`src/rtl/pattern_det_ctrl_if.sv`:
```
// Bus bundle for pattern_det_ctrl: configuration, run control, serial data and status.
interface pattern_det_ctrl_if #(
  parameter int unsigned CNT_W = 8
);
  logic             cfg_we;
  logic [7:0]       cfg_pattern;
  logic [2:0]       cfg_len;
  logic             cfg_overlap;
  logic [CNT_W-1:0] cfg_limit;
  logic             start;
  logic             stop;
  logic             din;
  logic             din_valid;
  logic             detect;
  logic [CNT_W-1:0] match_count;
  logic             busy;
  logic             done;

  modport master (
    output cfg_we, cfg_pattern, cfg_len, cfg_overlap, cfg_limit,
    output start, stop, din, din_valid,
    input  detect, match_count, busy, done
  );

  modport slave (
    input  cfg_we, cfg_pattern, cfg_len, cfg_overlap, cfg_limit,
    input  start, stop, din, din_valid,
    output detect, match_count, busy, done
  );
endinterface

```
`src/rtl/pattern_det_ctrl.sv`:
```
// Serial bit-pattern detector with configurable length/overlap, a saturating
// match counter and an optional match limit that parks the run in DONE.
module pattern_det_ctrl #(
  parameter int unsigned CNT_W = 8
) (
  input logic              clk,
  input logic              rst,
  pattern_det_ctrl_if.slave bus
);
  typedef enum logic [1:0] {IDLE, RUN, DONE} state_t;

  state_t           state, state_n;
  logic [7:0]       pat_r;
  logic [2:0]       len_r;
  logic             ovl_r;
  logic [CNT_W-1:0] lim_r;
  logic [CNT_W-1:0] cnt_r, cnt_inc;
  logic [7:0]       hist, hist_n, mask;
  logic [3:0]       fill, fill_inc, fill_n, len_p1;
  logic             accept, match, limit_hit, start_run;
  logic             detect_r, busy_r, done_r;

  // A stop in the same cycle suppresses acceptance, so it also discards any match.
  always_comb begin
    hist_n    = {hist[6:0], bus.din};
    len_p1    = {1'b0, len_r} + 4'd1;
    fill_inc  = fill + 4'd1;
    fill_n    = (fill_inc > len_p1) ? len_p1 : fill_inc;
    mask      = 8'hFF >> (3'd7 - len_r);
    accept    = (state == RUN) && bus.din_valid && !bus.stop;
    match     = accept && (fill_n == len_p1) && (((hist_n ^ pat_r) & mask) == '0);
    cnt_inc   = (&cnt_r) ? cnt_r : cnt_r + CNT_W'(1);
    limit_hit = (lim_r != '0) && (cnt_inc == lim_r);
  end

  always_comb begin
    state_n   = state;
    start_run = 1'b0;
    case (state)
      IDLE: begin
        if (bus.start && !bus.stop) begin
          state_n   = RUN;
          start_run = 1'b1;
        end
      end
      RUN: begin
        if (bus.stop)
          state_n = IDLE;
        else if (match && limit_hit)
          state_n = DONE;
      end
      DONE: begin
        if (bus.stop) begin
          state_n = IDLE;
        end else if (bus.start) begin
          state_n   = RUN;
          start_run = 1'b1;
        end
      end
      default: state_n = IDLE;
    endcase
  end

  always_ff @(posedge clk) begin
    if (rst)
      state <= IDLE;
    else
      state <= state_n;
  end

  always_ff @(posedge clk) begin
    if (rst) begin
      pat_r    <= 8'b0000_0101;
      len_r    <= 3'd2;
      ovl_r    <= 1'b1;
      lim_r    <= '0;
      cnt_r    <= '0;
      hist     <= '0;
      fill     <= '0;
      detect_r <= 1'b0;
      busy_r   <= 1'b0;
      done_r   <= 1'b0;
    end else begin
      if (state == IDLE && bus.cfg_we) begin
        pat_r <= bus.cfg_pattern;
        len_r <= bus.cfg_len;
        ovl_r <= bus.cfg_overlap;
        lim_r <= bus.cfg_limit;
      end
      detect_r <= match;
      busy_r   <= (state_n == RUN);
      done_r   <= (state_n == DONE);
      if (start_run) begin
        cnt_r <= '0;
        hist  <= '0;
        fill  <= '0;
      end else if (accept) begin
        hist <= hist_n;
        fill <= (match && !ovl_r) ? 4'd0 : fill_n;
        if (match)
          cnt_r <= cnt_inc;
      end
    end
  end

  assign bus.detect      = detect_r;
  assign bus.match_count = cnt_r;
  assign bus.busy        = busy_r;
  assign bus.done        = done_r;
endmodule

```
`src/flat_wrapper.sv`:
```
// flat-port wrapper written by rule: the top's interface ports become plain ports
module pattern_det_ctrl_flat 
#(
  parameter int unsigned CNT_W = 8
)
  (clk, rst, bus_cfg_we, bus_cfg_pattern, bus_cfg_len, bus_cfg_overlap, bus_cfg_limit, bus_start, bus_stop, bus_din, bus_din_valid, bus_detect, bus_match_count, bus_busy, bus_done);
  pattern_det_ctrl_if #(.CNT_W(CNT_W)) bus_i ();
  input logic clk;
  input logic rst;
  input wire logic [$bits(bus_i.cfg_we)-1:0] bus_cfg_we;
  input wire logic [$bits(bus_i.cfg_pattern)-1:0] bus_cfg_pattern;
  input wire logic [$bits(bus_i.cfg_len)-1:0] bus_cfg_len;
  input wire logic [$bits(bus_i.cfg_overlap)-1:0] bus_cfg_overlap;
  input wire logic [$bits(bus_i.cfg_limit)-1:0] bus_cfg_limit;
  input wire logic [$bits(bus_i.start)-1:0] bus_start;
  input wire logic [$bits(bus_i.stop)-1:0] bus_stop;
  input wire logic [$bits(bus_i.din)-1:0] bus_din;
  input wire logic [$bits(bus_i.din_valid)-1:0] bus_din_valid;
  output wire logic [$bits(bus_i.detect)-1:0] bus_detect;
  output wire logic [$bits(bus_i.match_count)-1:0] bus_match_count;
  output wire logic [$bits(bus_i.busy)-1:0] bus_busy;
  output wire logic [$bits(bus_i.done)-1:0] bus_done;
  assign bus_i.cfg_we = bus_cfg_we;
  assign bus_i.cfg_pattern = bus_cfg_pattern;
  assign bus_i.cfg_len = bus_cfg_len;
  assign bus_i.cfg_overlap = bus_cfg_overlap;
  assign bus_i.cfg_limit = bus_cfg_limit;
  assign bus_i.start = bus_start;
  assign bus_i.stop = bus_stop;
  assign bus_i.din = bus_din;
  assign bus_i.din_valid = bus_din_valid;
  assign bus_detect = bus_i.detect;
  assign bus_match_count = bus_i.match_count;
  assign bus_busy = bus_i.busy;
  assign bus_done = bus_i.done;
  pattern_det_ctrl #(.CNT_W(CNT_W)) u_core (.clk(clk), .rst(rst), .bus(bus_i));
endmodule
```
`config.mk`:
```
export PLATFORM = sky130hd
export DESIGN_NAME = pattern_det_ctrl_flat
export DESIGN_NICKNAME = d
export VERILOG_FILES = /design/src/rtl/pattern_det_ctrl_if.sv /design/src/rtl/pattern_det_ctrl.sv /design/src/flat_wrapper.sv
export SDC_FILE = /design/constraint.sdc
export NUM_CORES = 1
export LEC_CHECK = 0
export ABC_AREA = 1
export BUFFER_PORTS_ARGS = -buffer_cell sky130_fd_sc_hd__buf_4
export CAP_MARGIN = 20
export CORE_ASPECT_RATIO = 0.5
export CORE_MARGIN = 3
export CORE_UTILIZATION = 50
export DETAILED_ROUTE_END_ITERATION = 10
export GPL_TIMING_DRIVEN = 0
export PLACE_DENSITY = 0.84
export SLEW_MARGIN = 0
export SYNTH_ARGS = -nofsm -noshare
export SYNTH_HDL_FRONTEND = slang
export SYNTH_SLANG_ARGS = --single-unit
```
`constraint.sdc`:
```
create_clock -name clk -period 2.59 [get_ports clk]
set_clock_uncertainty 0.2 [all_clocks]
set_input_delay 0.518 -clock clk [delete_from_list [all_inputs] [get_ports clk]]
set_output_delay 0.518 -clock clk [all_outputs]
set_load 0.005 [all_outputs]
```
==> metrics.md <==
| Metric | Value |
|---|---|
| Status | finished, violations left |
| Failing checks | setup timing |
| Final setup viols | 13 |
| Max rail drop VDD | 0.000274 V |
| Synth top area share | 0.366 |
| Max Fclk | 0.366 GHz |
| Clk_lat worst skew | 300 ps |
| Die ar. | 0.00573 mm^2 |
| DRC | 0 |
| Ant. Diodes | 0 |
| Final #Nets | 442 |
| Crit Path Category | reg2reg |
| Max cap viols | 0 |
| # rows | 17 |
| Die Wd | 104 um |
| Lkg Pwr | 1.38 nW |
| Clock tree sinks | 44 |
| DRT iter0 DRCs | 136 |
| Avg Vias per Cell | 5.40 |
| CTS tree | yes |
| Routed vias | 2550 |
| HP Class | in2reg |
| Synth-to-Final Area Change | 30.3% |
| Core ar. | 0.00451 mm^2 |
| Final Max Tran Viols | 0 |
| WL per Instance | 14.3 um |
| Cts bufs inserted | 5 |
| Mapped Cells | 350 |
| Placed Area | 0.00277 mm^2 |
| Top_reg_cell synth | dfxtp_1 |
| Clock transition at path regs | 80 ps |
| First-pass GRT wire length | 10500 um |
| Part of the power in the clock network | 0.333 |
| Period Utilization, post-route | 1.05 |
| Flops & latches, synth | 44 |
| Starting Density | 0.533 |
| First-pass DRT Iterations | 5 |
| Worst-path maximum fanout | 6 |
| Final Hold Viols | 0 |
| Number of synthesized flops with an enable pin | 0 |
| Synth Net Count | 387 |
| Slew @ Worst Pin | 495 ps |
| Cell taking the most area after synthesis | dfxtp_1 |
| IO Pins | 38 |
| Worst EP required | 2580 ps |
| Root Driver | clkbuf_8 |
| Hold buffers post-CTS | 0 |
| Final GP Congestion | 0.876 |
| Unique masters post-synth | 30 |
| Final WS setup | -140 ps |
| WP data arrival | 2720 ps |
| CP Capture Type | register |
| Vias in the first global route | 2337 |
| Worst setup SP type | register |
| Fillers | 340 |
| Yosys warns | 0 |
| Post-DP HPWL | 4360 um |
| ANT nets after route | 0 |
| RSZ-0062 raised after global routing | true |
| Largest net degree at the start of global routing | 14 |
| H-tree levels | 2 |
| Final Core Density | 0.695 |
| Minimum clock period | 2730 ps |
| Final Cell Area | 0.00313 mm^2 |
| TNS Setup | -780 ps |
| Max transition margin | 0.670 |
| Mapped cell area | 0.00240 mm^2 |
| Die height | 55.0 um |
| Cells after DPL | 453 |
| Switching power | 0.000445 W |
| Seq/Total Area, Yosys | 0.366 |
| Pwr dens | 503 mW/mm^2 |
| Comb power frac | 0.203 |
| GRT Total Usage | 0.236 |
| Syn avg cell area | 6.87 um^2 |
| Switching part of the total | 0.282 |
| Gr ovfl total | 0 |
| Routed wire length | 6730 um |
| Top cells by count, synth | 66 x nand2_1, 51 x nor2_1, 44 x dfxtp_1, 38 x inv_1 |
| Dominant cells by area after synthesis | dfxtp_1 37%, nand2_1 10%, nor2_1 8.0% |
| Max Root-Sink Buffers | 2 |
| Count leader, synth | nand2_1 |
| Layout cells sized above 1 | 0.268 |
| Internal | 0.00113 W |
| Finished Layout Cells | 472 |
| Async set or reset register ratio after synthesis | 0 |
| Initial antenna violation count | 0 |
| Sequential share of power | 0.464 |
| I/O Buffers | 37 |
worst paths after layout:
| path | from | end | slack, ps | depth (start not counted) |
|---|---|---|---|---|
| setup / recovery | u_core.len_r[0] | u_core.fill[1] | -140 | 16 |
| hold / removal | rst | u_core.bus.detect | 210 | 2 |
| setup reg to reg | u_core.len_r[0] | u_core.fill[1] | -140 | 16 |
| hold reg to reg | u_core.pat_r[1] | u_core.pat_r[1] | 290 | 2 |
final cells by class:
cell class,instances,area [um^2],share of cell area
buffer,9,48.8,0.0156
clock buffer,6,72.6,0.0232
clock inverter,2,35.0,0.0112
inverter,42,166,0.0531
multi-input combinational,255,1470,0.470
sequential,44,890,0.284
tap,66,82.6,0.0264
timing repair buffer,48,364,0.116
critical path: stages (launching register included):
cell and delay [ps]:
dfxtp_4 390, clkinvlp_4 140, nor2_2 190, inv_1 100, ha_1 320, nand2_2 60, inv_2 60, nand2_2 50
nand2_2 70, nand2_4 80, nand3_1 100, nand3_1 130, nor2_2 200, nand2_4 110, or2_4 280, nand2_1 70
a21oi_1 50
sequential cells by signal (all words and copies together) (netlist names):
| name | flops |
|---|---|
| u_core.bus.busy | 1 |
| u_core.bus.detect | 1 |
| u_core.bus.done | 1 |
| u_core.bus.match_count | 8 |
| u_core.fill | 4 |
| u_core.hist | 7 |
| u_core.len_r | 3 |
| u_core.lim_r | 8 |
| u_core.ovl_r | 1 |
| u_core.pat_r | 8 |
| u_core.state | 2 |
metal layers:
layer | routed length (um) | vias up | GRT usage | part of all wire
li1 | - | 1247 | - | -
met3 | 369 | 26 | 0.0510 | 0.055
met5 | 0 | - | 0 | 0
met1 | 2740 | 1172 | 0.259 | 0.41
met2 | 3380 | 105 | 0.445 | 0.50
met4 | 238 | 0 | 0.143 | 0.035
power groups by stage:
stage | clock [W] | combinational, W | sequential, W
3_5_place_dp | 0 | 0.000233 | 0.000745
2_1_floorplan | 0 | 0.000159 | 0.000739
4_1_cts | 0.000524 | 0.000289 | 0.000730
3_3_place_gp | 0 | 0.000223 | 0.000743
6_report | 0.000525 | 0.000319 | 0.000732
5_1_grt | 0.000565 | 0.000348 | 0.000736
stage by stage:
stage	setup slack, ps	power, W	hold WS [ps]
after global routing	-301	0.00165	199
after CTS	-117	0.00154	203
after floorplan	24.8	0.000898	243
after detailed placement	-400	0.000977	273
final	-140	0.00158	210
after global placement	-268	0.000966	258
layout by cell type, fill, tap and decap left out, types with 5 or more instances in the layout:
| cell | n |
|---|---|
| a21oi_1 | 24 |
| buf_4 | 47 |
| clkbuf_1 | 8 |
| clkbuf_8 | 5 |
| dfxtp_1 | 41 |
| ha_4 | 5 |
| inv_1 | 32 |
| inv_2 | 7 |
| nand2_1 | 57 |
| nand2_2 | 11 |
| nand3_1 | 28 |
| nand3_2 | 7 |
| nor2_1 | 48 |
| o21ai_0 | 29 |
repair_timing:
action | CTS | global route
endpoints found under the setup margin | 17 | 17
pin swaps | 16 | 7
gates resized for setup | 34 | 13
hold endpoints to repair | 0 | 0
setup buffers | 11 | 0
logic make-up (layout without fill, tap and decap cells):
family	count (synthesis)	in the layout	share of synthesized area
flip-flops	44	44	0.366
AO/OA/AOI/OAI	64	64	0.140
adder cells (fa/ha/maj)	10	10	0.0521
buffers and inverters	51	107	0.0859
AND/OR/NAND/NOR	172	172	0.323
XOR/XNOR	9	9	0.0328
Note: power is estimated with default switching activity, not from simulation.
